`src/rtl/fifo_pkg.sv`:
```
// rtl/fifo_pkg.sv - shared types and width helpers for the programmable FIFO
package fifo_pkg;

  typedef enum logic {FIFO_STD, FIFO_FWFT} fifo_mode_e;

  function automatic int ptr_w(input int depth);
    return (depth > 2) ? $clog2(depth) : 1;
  endfunction

  function automatic int count_w(input int depth);
    return $clog2(depth + 1);
  endfunction

endpackage

```
`src/rtl/fifo_ram.sv`:
```
// rtl/fifo_ram.sv - simple dual-port storage, sync write, async or registered read
module fifo_ram
  import fifo_pkg::*;
#(
  parameter int         DWIDTH = 32,
  parameter int         DEPTH  = 32,
  parameter fifo_mode_e MODE   = FIFO_FWFT,
  parameter int         AW     = ptr_w(DEPTH)
) (
  input  logic              clk,
  input  logic              rst_n,
  input  logic              we,
  input  logic [AW-1:0]     waddr,
  input  logic [DWIDTH-1:0] wdata,
  input  logic              re,
  input  logic [AW-1:0]     raddr,
  output logic [DWIDTH-1:0] rdata
);

  logic [DWIDTH-1:0] mem [DEPTH];
  logic [DWIDTH-1:0] rdata_q;

  always_ff @(posedge clk) begin
    if (we) begin
      mem[waddr] <= wdata;
    end
  end

  // Read register is reset so the standard-mode output starts at zero.
  always_ff @(posedge clk or negedge rst_n) begin
    if (!rst_n) begin
      rdata_q <= '0;
    end else if (re) begin
      rdata_q <= mem[raddr];
    end
  end

  assign rdata = (MODE == FIFO_FWFT) ? mem[raddr] : rdata_q;

endmodule

```
`src/rtl/fifo_sync_prog.sv`:
```
// rtl/fifo_sync_prog.sv - single-clock FIFO with FWFT/standard modes and thresholds
module fifo_sync_prog
  import fifo_pkg::*;
#(
  parameter int DWIDTH    = 32,
  parameter int DEPTH     = 32,
  parameter int FWFT      = 1,
  parameter int AF_THRESH = DEPTH - 2,
  parameter int AE_THRESH = 2,
  parameter int CW        = count_w(DEPTH)
) (
  input  logic              clk,
  input  logic              rst_n,
  input  logic              clr_i,
  input  logic [DWIDTH-1:0] data_i,
  input  logic              wr,
  output logic              full_o,
  output logic              almost_full_o,
  output logic              overflow_o,
  output logic [DWIDTH-1:0] data_o,
  input  logic              rd,
  output logic              valid_o,
  output logic              empty_o,
  output logic              almost_empty_o,
  output logic              underflow_o,
  output logic [CW-1:0]     count_o
);

  localparam int         PW   = ptr_w(DEPTH);
  localparam fifo_mode_e MODE = (FWFT != 0) ? FIFO_FWFT : FIFO_STD;

  logic [PW-1:0]     wr_ptr, rd_ptr, wr_ptr_n, rd_ptr_n;
  logic [CW-1:0]     count_q, count_n;
  logic              full_q, af_q, empty_q, ae_q, ovf_q, unf_q, rvalid_q;
  logic              ovf_n, unf_n, rvalid_n;
  logic              wr_acc, rd_acc;
  logic [DWIDTH-1:0] ram_rdata;

  // Acceptance looks only at registered flags, keeping rd/wr off the flag paths.
  assign wr_acc = wr && !full_q && !clr_i;
  assign rd_acc = rd && !empty_q && !clr_i;

  function automatic logic [PW-1:0] ptr_inc(input logic [PW-1:0] p);
    return (p == PW'(DEPTH - 1)) ? '0 : p + PW'(1);
  endfunction

  always_comb begin
    wr_ptr_n = wr_ptr;
    rd_ptr_n = rd_ptr;
    count_n  = count_q;
    ovf_n    = ovf_q | (wr & full_q);
    unf_n    = unf_q | (rd & empty_q);
    rvalid_n = rd_acc;
    if (clr_i) begin
      wr_ptr_n = '0;
      rd_ptr_n = '0;
      count_n  = '0;
      ovf_n    = 1'b0;
      unf_n    = 1'b0;
      rvalid_n = 1'b0;
    end else begin
      if (wr_acc) wr_ptr_n = ptr_inc(wr_ptr);
      if (rd_acc) rd_ptr_n = ptr_inc(rd_ptr);
      case ({wr_acc, rd_acc})
        2'b10:   count_n = count_q + CW'(1);
        2'b01:   count_n = count_q - CW'(1);
        default: count_n = count_q;
      endcase
    end
  end

  always_ff @(posedge clk or negedge rst_n) begin
    if (!rst_n) begin
      wr_ptr   <= '0;
      rd_ptr   <= '0;
      count_q  <= '0;
      full_q   <= 1'b0;
      af_q     <= 1'b0;
      empty_q  <= 1'b1;
      ae_q     <= 1'b1;
      ovf_q    <= 1'b0;
      unf_q    <= 1'b0;
      rvalid_q <= 1'b0;
    end else begin
      wr_ptr   <= wr_ptr_n;
      rd_ptr   <= rd_ptr_n;
      count_q  <= count_n;
      full_q   <= (count_n == CW'(DEPTH));
      af_q     <= (count_n >= CW'(AF_THRESH));
      empty_q  <= (count_n == '0);
      ae_q     <= (count_n <= CW'(AE_THRESH));
      ovf_q    <= ovf_n;
      unf_q    <= unf_n;
      rvalid_q <= rvalid_n;
    end
  end

  fifo_ram #(
    .DWIDTH (DWIDTH),
    .DEPTH  (DEPTH),
    .MODE   (MODE),
    .AW     (PW)
  ) u_ram (
    .clk    (clk),
    .rst_n  (rst_n),
    .we     (wr_acc),
    .waddr  (wr_ptr),
    .wdata  (data_i),
    .re     (rd_acc),
    .raddr  (rd_ptr),
    .rdata  (ram_rdata)
  );

  // FWFT output is forced to zero while empty so stale memory never shows.
  assign data_o         = (MODE == FIFO_FWFT) ? (empty_q ? {DWIDTH{1'b0}} : ram_rdata) : ram_rdata;
  assign valid_o        = (MODE == FIFO_FWFT) ? !empty_q : rvalid_q;
  assign full_o         = full_q;
  assign almost_full_o  = af_q;
  assign empty_o        = empty_q;
  assign almost_empty_o = ae_q;
  assign overflow_o     = ovf_q;
  assign underflow_o    = unf_q;
  assign count_o        = count_q;

endmodule

```
`config.mk`:
```
export PLATFORM = sky130hd
export DESIGN_NAME = fifo_sync_prog
export DESIGN_NICKNAME = d
export VERILOG_FILES = /design/src/rtl/fifo_pkg.sv /design/src/rtl/fifo_ram.sv /design/src/rtl/fifo_sync_prog.sv
export SDC_FILE = /design/constraint.sdc
export NUM_CORES = 1
export LEC_CHECK = 0
export ABC_AREA = 0
export BUFFER_PORTS_ARGS = -buffer_cell sky130_fd_sc_hd__buf_2
export CAP_MARGIN = 25
export CORE_MARGIN = 2
export CORE_UTILIZATION = 27
export CTS_BUF_LIST = sky130_fd_sc_hd__clkbuf_2
export DETAILED_ROUTE_END_ITERATION = 6
export GPL_TIMING_DRIVEN = 0
export HOLD_SLACK_MARGIN = 0.03
export PLACE_DENSITY_LB_ADDON = 0.05
export RECOVER_POWER = 25
export SLEW_MARGIN = 20
export SYNTH_ARGS = -nofsm -noshare
export SYNTH_HDL_FRONTEND = slang
export SYNTH_SLANG_ARGS = --single-unit
```
`constraint.sdc`:
```
create_clock -name clk -period 4 [get_ports clk]
set_input_delay 0.2 -clock clk [delete_from_list [all_inputs] [get_ports clk]]
set_output_delay 0.2 -clock clk [all_outputs]
set_load 0.02 [all_outputs]
```
# ---- After elaboration in Yosys (flattened, before gate mapping)
# Memory sizes are Yosys's and may differ from the RTL's.
# Index checks and enable logic that the tools add are counted.
dict set report word_totals {
  ff_bits 22
  ram_bits 1024
  memories 1
}
# memory depth width read_ports rd_clocked_by_memory_dff write_ports line
set memory_table {}
lappend memory_table {u_ram.mem 32 32 1 0 1 fifo_ram.sv:20} ;# logic [DWIDTH-1:0] mem [DEPTH];
dict set report classes {
  addsub 4
  magnitude_cmp 2
  n_eq_ne 5
  mux 13
  n_bitwise 4
  n_reduce_logical 10
}
# cell count
set ops {}
lappend ops {{two-way mux 32 bit} 1}
lappend ops {{two-way mux 5 bit} 6}
lappend ops {{case mux 6 bit (2 select lines)} 1}
lappend ops {{adder 5 x 1 -> 5 bit (second input constant)} 2}
lappend ops {{== test 5 bit (second input constant)} 2}
lappend ops {{adder 6 x 1 -> 6 bit (second input constant)} 1}
lappend ops {{== test 6 bit (second input constant)} 1}
lappend ops {{>= comparator 6 x 5 -> 1 bit (second input constant)} 1}
lappend ops {{less-or-equal comparator 6 x 2 -> 1 bit (second input constant)} 1}
lappend ops {{logical NOT 6 bit} 1}
lappend ops {{two-way mux 6 bit} 1}
lappend ops {{subtractor 6 x 1 -> 6 bit (second input constant)} 1}
lappend ops {{logical AND 1 bit} 4}
lappend ops {{two-way mux 1 bit} 4}
lappend ops {{nonzero test 2 bit} 2}
lappend ops {{logical NOT 1 bit} 3}
lappend ops {{bitwise AND 1 bit} 2}
lappend ops {{== test 2 x 1 -> 1 bit (second input constant)} 1}
lappend ops {{== test 2 bit (second input constant)} 1}
lappend ops {{bitwise OR 1 bit} 2}

# ---- Longest topological paths before layout
# Gate-level depths: netlist of run 1.
dict set report depth {
  ltp_word 7
  depth_mapped 14
  mapped_depth_nobuf 12
}

# ---- Modules after synthesis
# From an unflattened synthesis of run 1, not the netlist that was laid out.
dict set report unflattened {
  cells_unflattened 2395
  area_unflattened_um2 41315.9
}
# mod n_inst cells_per_inst area_each_um2
set by_module_without_submodules {}
lappend by_module_without_submodules {fifo_ram 1 2228 39844.5}
lappend by_module_without_submodules {fifo_sync_prog 1 167 1471.4}

# ---- Worst setup path after synthesis of run 1
# No wires, ideal clock.
dict set report synth_timing {
  path_type {register to register}
  start {reg empty_q (netlist: empty_o)}
  end {reg full_q (netlist: full_o)}
  setup_time_ps 105
  arrival_ps 2951
  required_ps 3895
  path_slack_ps 944
  path_stages_with_launch 15
  synth_period_minus_slack_ps 3056
  cell_sequence {dfstp_2 > clkbuf_1 > inv_1 > nand2_1 > nor2_1 > ha_1 > buf_6 > xor2_1 > ha_1 > a21o_1 > a21oi_1 > a2111oi_2 > xnor2_1 > a31oi_1 > nor4b_1}
}
dict set report synth_via {
  elab_chain_cells 7
}
# element line
set synth_lines {}
lappend synth_lines {{from (decl)} fifo_sync_prog.sv:34} ;# logic full_q, af_q, empty_q, ae_q, ovf_q, unf_q, rvalid_q;
lappend synth_lines {{from (signal assigned)} fifo_sync_prog.sv:90} ;# empty_q <= (count_n == '0);
lappend synth_lines {{logical NOT 1 bit (*)} n/a}
lappend synth_lines {{net valid_o} fifo_sync_prog.sv:22} ;# output logic valid_o,
lappend synth_lines {{logical AND 1 bit (*) (2 in series)} fifo_sync_prog.sv:41} ;# assign rd_acc = rd && !empty_q && !clr_i;
lappend synth_lines {{== test 2 x 1 -> 1 bit or == test 2 bit (tied branches)} fifo_sync_prog.sv:64} ;# case ({wr_acc, rd_acc})
lappend synth_lines {{case mux 6 bit (2 select lines) (*)} fifo_sync_prog.sv:64}
lappend synth_lines {{two-way mux 6 bit (*)} fifo_sync_prog.sv:54} ;# if (clr_i) begin
lappend synth_lines {{== test 6 bit (*)} fifo_sync_prog.sv:88} ;# full_q <= (count_n == CW'(DEPTH));
lappend synth_lines {{to (signal assigned)} fifo_sync_prog.sv:88}
lappend synth_lines {{to (decl)} fifo_sync_prog.sv:34}
# Mark *: on every way through the listed nets, which the timed path passes. The rest lies on a longest branch.
# A chain may end at the register's enable or synchronous reset.

# ---- Worst setup path after layout of run 1
dict set report layout_timing {
  start {reg rd_ptr[0]}
  end {out data_o[14]}
}
dict set report layout_via {
  elab_chain_cells 2
}
# element line
set layout_lines {}
lappend layout_lines {{from (decl)} fifo_sync_prog.sv:32} ;# logic [PW-1:0] wr_ptr, rd_ptr, wr_ptr_n, rd_ptr_n;
lappend layout_lines {{from (signal assigned)} fifo_sync_prog.sv:86} ;# rd_ptr <= rd_ptr_n;
lappend layout_lines {{memory (32 x 32 bit)} n/a}
lappend layout_lines {{two-way mux 32 bit} fifo_sync_prog.sv:115} ;# assign data_o = (MODE == FIFO_FWFT) ? (empty_q ? {DWIDTH{1'b0}} : ram_rdata) : ram_rdata;
lappend layout_lines {{to (decl)} fifo_sync_prog.sv:20} ;# output logic [DWIDTH-1:0] data_o,
# Every way passes these cells.

==> reports/qor.txt, run 1 <==
Final core occ: 0.3447
Worst-skew pair later-pin latency: 1.67 ns
Setup ws final: -0.3278 ns
Worst setup path startpoint: rd_ptr[0]
CP max stage delay: 0.62 ns
Initial antenna violation count: 12
Die Wd: 391.2 um
DRC errors left: 0
Final setup vio count: 33
Syn Inst Count: 1763
Syn nets: 1810
Yosys top cell by area: edfxtp_1
Initial Utilization: 0.2709
Hpwl dp: 79.23 mm
Avg Inst Size Synth: 22.96 um2
Grt total ovfl: 0
Period utilization: 1.082
Total number of vias: 21200
Critical path's slowest cell: mux4_2
Hold slack: 0.4601 ns
Total Nets Final: 2455
Fin. Hold Viols: 0
Netlist Area Pre-Place: 40480 um2
Clk sinks: 1046
Final min period: 4.328 ns
H-tree depth: 5
Final instance area: 51510 um2
Number of max-cap violations: 23
CTS tree: yes
Row cnt: 142
Total track usage: 0.1662
Hold path start: wr
ANT nets after route: 0
P_leak: 16.36 nW
Max Root-Sink Buffers: 4
Share of layout cells above drive strength 1: 0.4572
Die span in y: 391.2 um
Final Max Tran Viols: 731
1st-iter DRT viols: 1473
Crit path max fanout: 6
DR WL/cell: 27.26 um
DRT Wirelength: 126.0 mm
Area fraction of the dominant cell type after synthesis: 0.7596
WS Path Type: flop to primary output
Cell Chain, Critical Path: buf_12 > buf_16 > buf_16 > mux4_2 > mux4_2 > o22ai_4 > nor3_1 > buf_4
DR vias/cell: 4.585
Ys Warns: 0
Area after DPL: 45240 um2
Number of synthesized register bits: 1046
Outcome: finished with violations
RSZ-0062 raised after global routing: yes
Peak supply drop: 0.0002223 V
Post-synthesis sequential area ratio: 0.7732
Clock skew: 0.1209 ns
Largest net degree at the start of global routing: 33
Layout area overhead: 27.24%
Failing checks: capacitance limit, slew limit, setup timing
Ports: 82
Core footprint: 149400 um2
Number of global-route vias before repair: 22910
First-pass GRT wire length: 174.2 mm
Die area: 153000 um2
Clock Tree Root: clkbuf_2
Final Wtd Congestion: 0.7107
Reg2reg start: empty_o
Slew @ Worst Pin: 1.833 ns
Worst-path clk slew: 0.10 ns
Synth unique cells: 47
Fmax: 231.1 MHz
Worst Path Arrival: 4.13 ns
Setup crit start kind: flop
Req. time, crit path: 3.80 ns
Worst min-delay path class: input pin to flop
Cell Pwr Density: 464.1 nW/um2
CTS buffer count: 303
DRT Pass-1 Iters: 5
Slew HR: -0.2221
Synth area leaders: edfxtp_1 (76%), mux4_2 (15%), dfrtp_1 (1.2%), mux2_2 (1.2%), a211oi_1 (0.61%)
IO Port Bufs: 81
Setup crit end kind: primary output
## kinds of logic (layout without fill, tap and decap cells)
| family | after synthesis | after routing | share of synthesized area |
|---|---|---|---|
| DFF | 1046 | 1046 | 0.7732 |
| muxes | 336 | 336 | 0.1700 |
| and+or+nand+nor | 147 | 147 | 0.01882 |
| buffers and inverters | 110 | 943 | 0.01471 |
| AOI/OAI and AO/OA | 107 | 107 | 0.01861 |
| adders and majority gates | 10 | 10 | 0.003091 |
| xor gates and xnor gates | 7 | 7 | 0.001514 |
| other | 0 | 12 | 0 |
## critical path: cells and delay by family (launching register included)
family	cells	cell delay, ns
and+or+nand+nor	1	0.09
AOI/OAI and AO/OA	1	0.24
DFF	1	0.40
buffers and inverters	4	0.66
muxes	2	1.16
## power breakdown
group | total [W] | switching, W | internal, W
sequential | 0.0122 | 0.0000804 | 0.0121
clock | 0.00747 | 0.00446 | 0.00301
combinational | 0.00424 | 0.00219 | 0.00204
total | 0.0239 | 0.00673 | 0.0172
## routing by layer
layer  up-vias  global-route usage  share of wire
li1       9020                   -              -
met1     11390              0.2233           0.45
met5         -                   0       0.000079
met2       606              0.2622           0.47
met4         2             0.05054          0.021
met3       189             0.04539          0.055
## synthesized netlist by cell type, drive strengths merged
cell	instances
nor3	24
o22ai	32
or3	2
or2	1
mux2i	16
o21ai	6
a41o	1
edfxtp	1024
nand2	8
xor2	3
nand3b	3
buf	64
nor2b	33
or4b	2
a31oi	5
nand4	2
and3	2
and2b	1
a21o	2
a211oi	33
inv	6
xnor2	4
a2111oi	12
clkbuf	40
nand2b	3
mux2	43
dfstp	2
a21oi	14
ha	10
nand3	4
o311a	1
nor4bb	1
and3b	1
or3b	1
mux4	277
or4	1
nor4	1
a311oi	1
dfrtp	20
nor2	55
nor4b	2
## sequential cells by signal (all words and copies together), names as in the netlist
| signal | count |
|---|---|
| almost_empty_o | 1 |
| u_ram.mem | 1024 |
| almost_full_o | 1 |
| wr_ptr | 5 |
| rd_ptr | 5 |
| underflow_o | 1 |
| count_o | 6 |
| overflow_o | 1 |
| full_o | 1 |
| empty_o | 1 |
## cell usage in the layout, fill, tap and decap left out, types with 32 or more instances in the layout
cell type / instances
clkinv_1: 44
buf_12: 43
mux4_2: 277
buf_16: 56
dlygate4sd3_1: 111
buf_4: 63
clkbuf_2: 461
edfxtp_1: 1024
nor2_4: 32
clkbuf_1: 61
## path summary, 6_finish.rpt
kind | slack [ns] | end | depth (start not counted)
worst min register to register | 0.55 | wr_ptr[3] | 2
min in group asynchronous | 0.75 | underflow_o | 6
worst min-delay path | 0.46 | wr_ptr[4] | 7
max in group asynchronous | 3.03 | empty_o | 6
worst max register to register | -0.03 | full_o | 11
worst max-delay path | -0.33 | data_o[14] | 8
## cell type report
| cell class | count | area, um2 |
|---|---|---|
| fill | 14130 | 97910 |
| sequential | 1046 | 31310 |
| multi-input combinational | 607 | 9976 |
| timing repair buffer | 344 | 4071 |
| tap | 2016 | 2522 |
| clock buffer | 440 | 2202 |
| buffer | 100 | 1122 |
| clock inverter | 53 | 257.7 |
| antenna | 12 | 30.03 |
| inverter | 6 | 22.52 |
## stage by stage
stage	power, W	setup slack [ns]	TNS (ns)	cells
finish	0.02391	-0.3278	-6.774	4624
detailed placement	0.01561	-0.2869	-1.758	3924
CTS	0.02417	-0.6466	-18.25	4579
global route	0.02515	-0.6344	-17.50	4617
floorplan	0.01428	0.9436	0	1763
global placement	0.01555	-1.941	-1577.49	3860
## what timing repair did
| action | 4_1_cts | 5_1_grt |
|---|---|---|
| buffers inserted | 15 | 30 |
| gates resized for setup | 368 | 83 |
| cloned | 6 | 3 |
| pin swaps | 26 | 46 |
| setup endpoints to repair | 36 | 35 |
| endpoints found under the hold margin | 1901 | 0 |
| hold buffers | 144 | 0 |
No activity file was read; power rests on OpenSTA's default activity.
==> inputs of run 2 (changes only) <==
--- a/config.mk
+++ b/config.mk
@@ -8,6 +8,7 @@
 export ABC_AREA = 0
 export BUFFER_PORTS_ARGS = -buffer_cell sky130_fd_sc_hd__buf_2
 export CAP_MARGIN = 25
+export CORE_ASPECT_RATIO = 0.9
 export CORE_MARGIN = 2
 export CORE_UTILIZATION = 27
 export CTS_BUF_LIST = sky130_fd_sc_hd__clkbuf_2
==> run 2 against run 1 <==
Effect of this change: the run still ends with capacitance limit, slew limit, setup timing left; worst hold slack worse by 0.12 ns; sequential cell count did not move; maximum frequency decreased by 1.4%; count of clock-buffer cells in the layout shrank 6; clock skew decreased by 0.015 ns; worst setup slack got worse by 0.063 ns; sequential share of layout area is 0.74 points higher; register-to-register slack worse by 0.20 ns; utilization shrank 0.22 points; critical path type unchanged.
==> reports/qor.txt, run 2 (same netlist as run 1, synthesis figures left out) <==
CTS tree: yes
Largest net degree at the start of global routing: 33
Period utilization: 1.098
Commonest non-fill, non-tap cell in the layout: edfxtp_1
Outcome: finished with violations
RSZ-0062 raised after global routing: yes
Min-Delay Path Depth: 6
Total Nets Final: 2433
Total number of vias: 21140
Final Wtd Congestion: 0.7201
Layout area overhead: 25.70%
Die span in y: 371.3 um
First-pass GRT wire length: 174.8 mm
Final core occ: 0.3426
Core footprint: 148500 um2
Total track usage: 0.1661
Row cnt: 134
H-tree depth: 5
DRT Pass-1 Iters: 5
Final instance area: 50890 um2
Design Power: 0.02374 W
P_leak: 16.14 nW
Hold slack: 0.3381 ns
Final TNS setup: -10.23 ns
Fmax: 227.7 MHz
1st-iter DRT viols: 1451
Worst-skew pair later-pin latency: 1.57 ns
Setup ws final: -0.3913 ns
Failing checks: capacitance limit, slew limit, setup timing
Number of max-cap violations: 24
DRC errors left: 0
Clock skew: 0.1059 ns
Peak supply drop: 0.0002673 V
IO Port Bufs: 81
Max Root-Sink Buffers: 4
Die Wd: 412.2 um
DR WL/cell: 27.46 um
Worst Path Arrival: 4.19 ns
Reg2Reg Depth: 12
Fin. Hold Viols: 0
DRT Wirelength: 125.4 mm
Slew HR: -0.1768
Ports: 82
Die area: 153100 um2
Req. time, crit path: 3.80 ns
Grt total ovfl: 0
Hpwl dp: 79.75 mm
Most frequent cells in the layout: edfxtp_1 (1024), clkbuf_2 (453), mux4_2 (277), dlygate4sd3_1 (109), buf_12 (69)
Worst-path clk slew: 0.10 ns
Worst min-delay path class: input pin to flop
Initial Utilization: 0.2725
ANT nets after route: 0
Reg with most FFs: u_ram.mem
Crit path max fanout: 5
Initial antenna violation count: 5
Final setup vio count: 35
Number of global-route vias before repair: 22720
WS Path Type: flop to primary output
Setup crit end kind: primary output
Slew @ Worst Pin: 1.765 ns
DR vias/cell: 4.627
Final Max Tran Viols: 759
Clk sinks: 1046
Area after DPL: 44860 um2
Clock Tree Root: clkbuf_2
Number of flip-flops in the largest register: 1024
CTS buffer count: 308
Final min period: 4.391 ns
Cell Pwr Density: 466.5 nW/um2
Setup crit start kind: flop
Share of layout cells above drive strength 1: 0.4448
-- run 2: per-layer routing --
| layer | GRT usage | routed length [um] | up-vias |
|---|---|---|---|
| met2 | 0.2525 | 57440 | 614 |
| met5 | 0 | 13 | - |
| met3 | 0.03423 | 6318 | 250 |
| met4 | 0.05748 | 3472 | 2 |
| li1 | - | - | 8966 |
| met1 | 0.2362 | 58180 | 11310 |
-- run 2: path summary, 6_finish.rpt --
check	startpoint	end	slack, ns
max reg2reg	empty_o	full_o	-0.23
max in group asynchronous	rst_n	almost_empty_o	2.96
min	rd	rd_ptr[4]	0.34
min reg2reg	wr_ptr[3]	wr_ptr[3]	0.58
min in group asynchronous	rst_n	rd_ptr[3]	0.76
max	rd_ptr[0]	data_o[15]	-0.39
-- run 2: repair_timing --
| action | 4_1_cts | 5_1_grt |
|---|---|---|
| setup buffers | 18 | 13 |
| pin swaps | 48 | 27 |
| gates resized for setup | 363 | 68 |
| endpoints found under the setup margin | 32 | 37 |
| cloned | 10 | 0 |
| hold buffers | 141 | 1 |
| hold endpoints to repair | 1885 | 32 |
-- run 2: report_power, final --
group | internal, W | switching (W) | leakage (nW)
clock | 0.00294 | 0.00449 | 1.95
combinational | 0.00197 | 0.00219 | 4.68
sequential | 0.0121 | 0.0000376 | 9.50
-- run 2: worst max-delay path, cell delays in order, from the launching register on --
cell     delay [ns]
dfrtp_2        0.40
buf_8          0.13
buf_12         0.14
buf_12         0.12
buf_16         0.13
mux4_2         0.49
mux4_2         0.62
o22ai_4        0.22
nor3_1         0.10
buf_2          0.21
-- run 2: area by class of cell --
type / count / area [um2]
repair buffers: 315 / 3606
well taps: 1972 / 2467
flip-flops and latches: 1046 / 31300
plain buffers: 102 / 1089
inverters: 6 / 22.52
clock inverters: 73 / 311.5
fillers: 14200 / 97660
clock buffers: 434 / 2172
diodes: 13 / 32.53
multi-input cells: 607 / 9883
-- run 2: stage by stage --
| step | instances | setup slack [ns] |
|---|---|---|
| finish | 4568 | -0.3913 |
| global route | 4564 | -0.6973 |
| CTS | 4547 | -0.6374 |
| detailed placement | 3872 | -0.01537 |
| global placement | 3816 | -1.808 |
| floorplan | 1763 | 0.9436 |
==> inputs of run 3 (changes only) <==
--- a/config.mk
+++ b/config.mk
@@ -16,8 +16,7 @@
 export GPL_TIMING_DRIVEN = 0
 export HOLD_SLACK_MARGIN = 0.03
 export PLACE_DENSITY_LB_ADDON = 0.05
-export RECOVER_POWER = 25
-export SLEW_MARGIN = 20
+export SLEW_MARGIN = 40
 export SYNTH_ARGS = -nofsm -noshare
 export SYNTH_HDL_FRONTEND = slang
 export SYNTH_SLANG_ARGS = --single-unit
==> run 3 against run 2 <==
Effect of this change: the run ends with setup timing left; power shrank 1.1%; clock skew shrank 0.0015 ns; sequential share of layout area shrank 0.52 points; utilization grew 0.29 points; design area grew 0.85%; register-to-register slack gained 0.04 ns; first-iteration DRC count shrank 2.0%; combinational power shrank 4%; non-clock buffer count grew 24; largest power group unchanged.
==> reports/qor.txt, run 3 (same netlist as run 1, synthesis figures left out) <==
ANT nets after route: 0
DRT Pass-1 Iters: 5
P_leak: 16.51 nW
Hpwl dp: 82.32 mm
Ports: 82
Final std cells w/o fill: 4579
WS Path Type: flop to primary output
Worst-path clk slew: 0.08 ns
Fmax: 227.7 MHz
DR WL/cell: 27.51 um
Commonest non-fill, non-tap cell in the layout: edfxtp_1
CTS tree: yes
Grt total ovfl: 0
Worst-skew pair later-pin latency: 1.62 ns
Number of flip-flops in the largest register: 1024
Core footprint: 148500 um2
Die span in y: 371.3 um
Slew HR: 0.2910
Initial antenna violation count: 4
Total number of vias: 21310
Final Max Tran Viols: 0
Period utilization: 1.098
DR vias/cell: 4.654
Number of max-cap violations: 0
Slew @ Worst Pin: 1.064 ns
1st-iter DRT viols: 1422
Clock Tree Root: clkbuf_2
First-pass GRT wire length: 175.0 mm
Cell Pwr Density: 457.5 nW/um2
Final instance area: 51320 um2
DRC errors left: 0
Die Wd: 412.2 um
Final Wtd Congestion: 0.7201
RSZ-0062 raised after global routing: yes
Setup crit start kind: flop
Clk sinks: 1046
DRT Wirelength: 126.0 mm
Peak supply drop: 0.0002481 V
Clock skew: 0.1044 ns
Worst slack at placement: 0.03367 ns
Die area: 153100 um2
H-tree depth: 5
Area after DPL: 45510 um2
Worst min-delay path class: input pin to flop
Outcome: finished with violations
Fin. Hold Viols: 0
Row cnt: 134
Setup crit end kind: primary output
Crit path max fanout: 10
Layout area overhead: 26.77%
Placed Cells: 3902
Failing checks: setup timing
Most frequent cells in the layout: edfxtp_1 (1024), clkbuf_2 (452), mux4_2 (277), dlygate4sd3_1 (110), buf_2 (67)
Reg with most FFs: u_ram.mem
Number of global-route vias before repair: 22810
Req. time, crit path: 3.80 ns
Largest net degree at the start of global routing: 33
Total track usage: 0.1661
Final min period: 4.392 ns
Setup ws final: -0.3924 ns
Max Root-Sink Buffers: 4
CTS buffer count: 308
Worst Path Arrival: 4.19 ns
Initial Utilization: 0.2725
IO Port Bufs: 81
Final setup vio count: 33
Share of layout cells above drive strength 1: 0.4659
Total Nets Final: 2457
run 3: cell count changes in the layout (fill, tap and decap cells not counted), moves of 9 or more:
cell	before	now
clkinv_1	62	47
buf_12	69	50
mux2_2	22	34
buf_6	27	18
buf_16	31	55
buf_4	42	53
o22ai_2	8	18
mux2_4	21	9
o22ai_4	23	13
clkbuf_1	59	11
buf_8	9	45
buf_2	39	67
run 3: per-layer routing:
metal / share of wire / vias to the layer above / global-route usage / wire (um)
li1: - / 9029 / - / -
met1: 0.47 / 11460 / 0.2362 / 59650
met2: 0.46 / 588 / 0.2537 / 57890
met3: 0.041 / 233 / 0.03266 / 5211
met4: 0.025 / 0 / 0.05720 / 3196
met5: 0 / - / 0 / 0
run 3: cell type report:
| class | count | area, um2 |
|---|---|---|
| antenna | 14 | 35.03 |
| buffer | 104 | 1106 |
| clock buffer | 434 | 2172 |
| clock inverter | 59 | 255.2 |
| fill | 14110 | 97230 |
| inverter | 6 | 22.52 |
| multi-input combinational | 607 | 9538 |
| sequential | 1046 | 31300 |
| tap | 1972 | 2467 |
| timing repair buffer | 337 | 4422 |
run 3: stage by stage:
stage | util | hold WS (ns) | total power, W | setup TNS (ns)
finish | 0.3455 | 0.3240 | 0.02348 | -9.820
global route | 0.3454 | 0.1117 | 0.02469 | -20.82
CTS | 0.3429 | 0.09518 | 0.02385 | -18.94
detailed placement | 0.3064 | 0.2211 | 0.01562 | 0
global placement | 0.2919 | 0.2063 | 0.01555 | -1403.50
floorplan | - | -0.09559 | 0.01428 | 0
run 3: final timing paths:
| check | start | end | slack, ns | depth (start not counted) |
|---|---|---|---|---|
| setup / recovery | rd_ptr[0] | data_o[9] | -0.39 | 8 |
| hold / removal | rd | rd_ptr[4] | 0.32 | 6 |
| setup reg to reg | empty_o | full_o | -0.19 | 12 |
| hold reg to reg | wr_ptr[3] | wr_ptr[3] | 0.57 | 2 |
| max in group asynchronous | rst_n | almost_empty_o | 2.99 | 6 |
| min in group asynchronous | rst_n | rd_ptr[3] | 0.75 | 6 |
run 3: worst max-delay path, stage by stage (launching register included):
cell and delay [ns]:
dfrtp_1 0.40, buf_12 0.15, buf_12 0.14, buf_12 0.18, mux4_2 0.53, mux4_2 0.59, o22ai_4 0.21, nor3_1 0.15
buf_4 0.21
run 3: timing repair:
action	4_1_cts	5_1_grt
gates cloned	3	1
endpoints found under the setup margin	32	36
pin swaps	20	15
setup buffers	13	10
hold buffers	141	2
gates resized for setup	263	52
endpoints found under the hold margin	1852	64
run 3: where the power goes:
group | switching, W | total (W) | internal [W]
registers | 0.0000373 | 0.0121 | 0.0121
logic | 0.00211 | 0.00397 | 0.00186
clock network | 0.00445 | 0.00737 | 0.00292
total | 0.00660 | 0.0235 | 0.0169
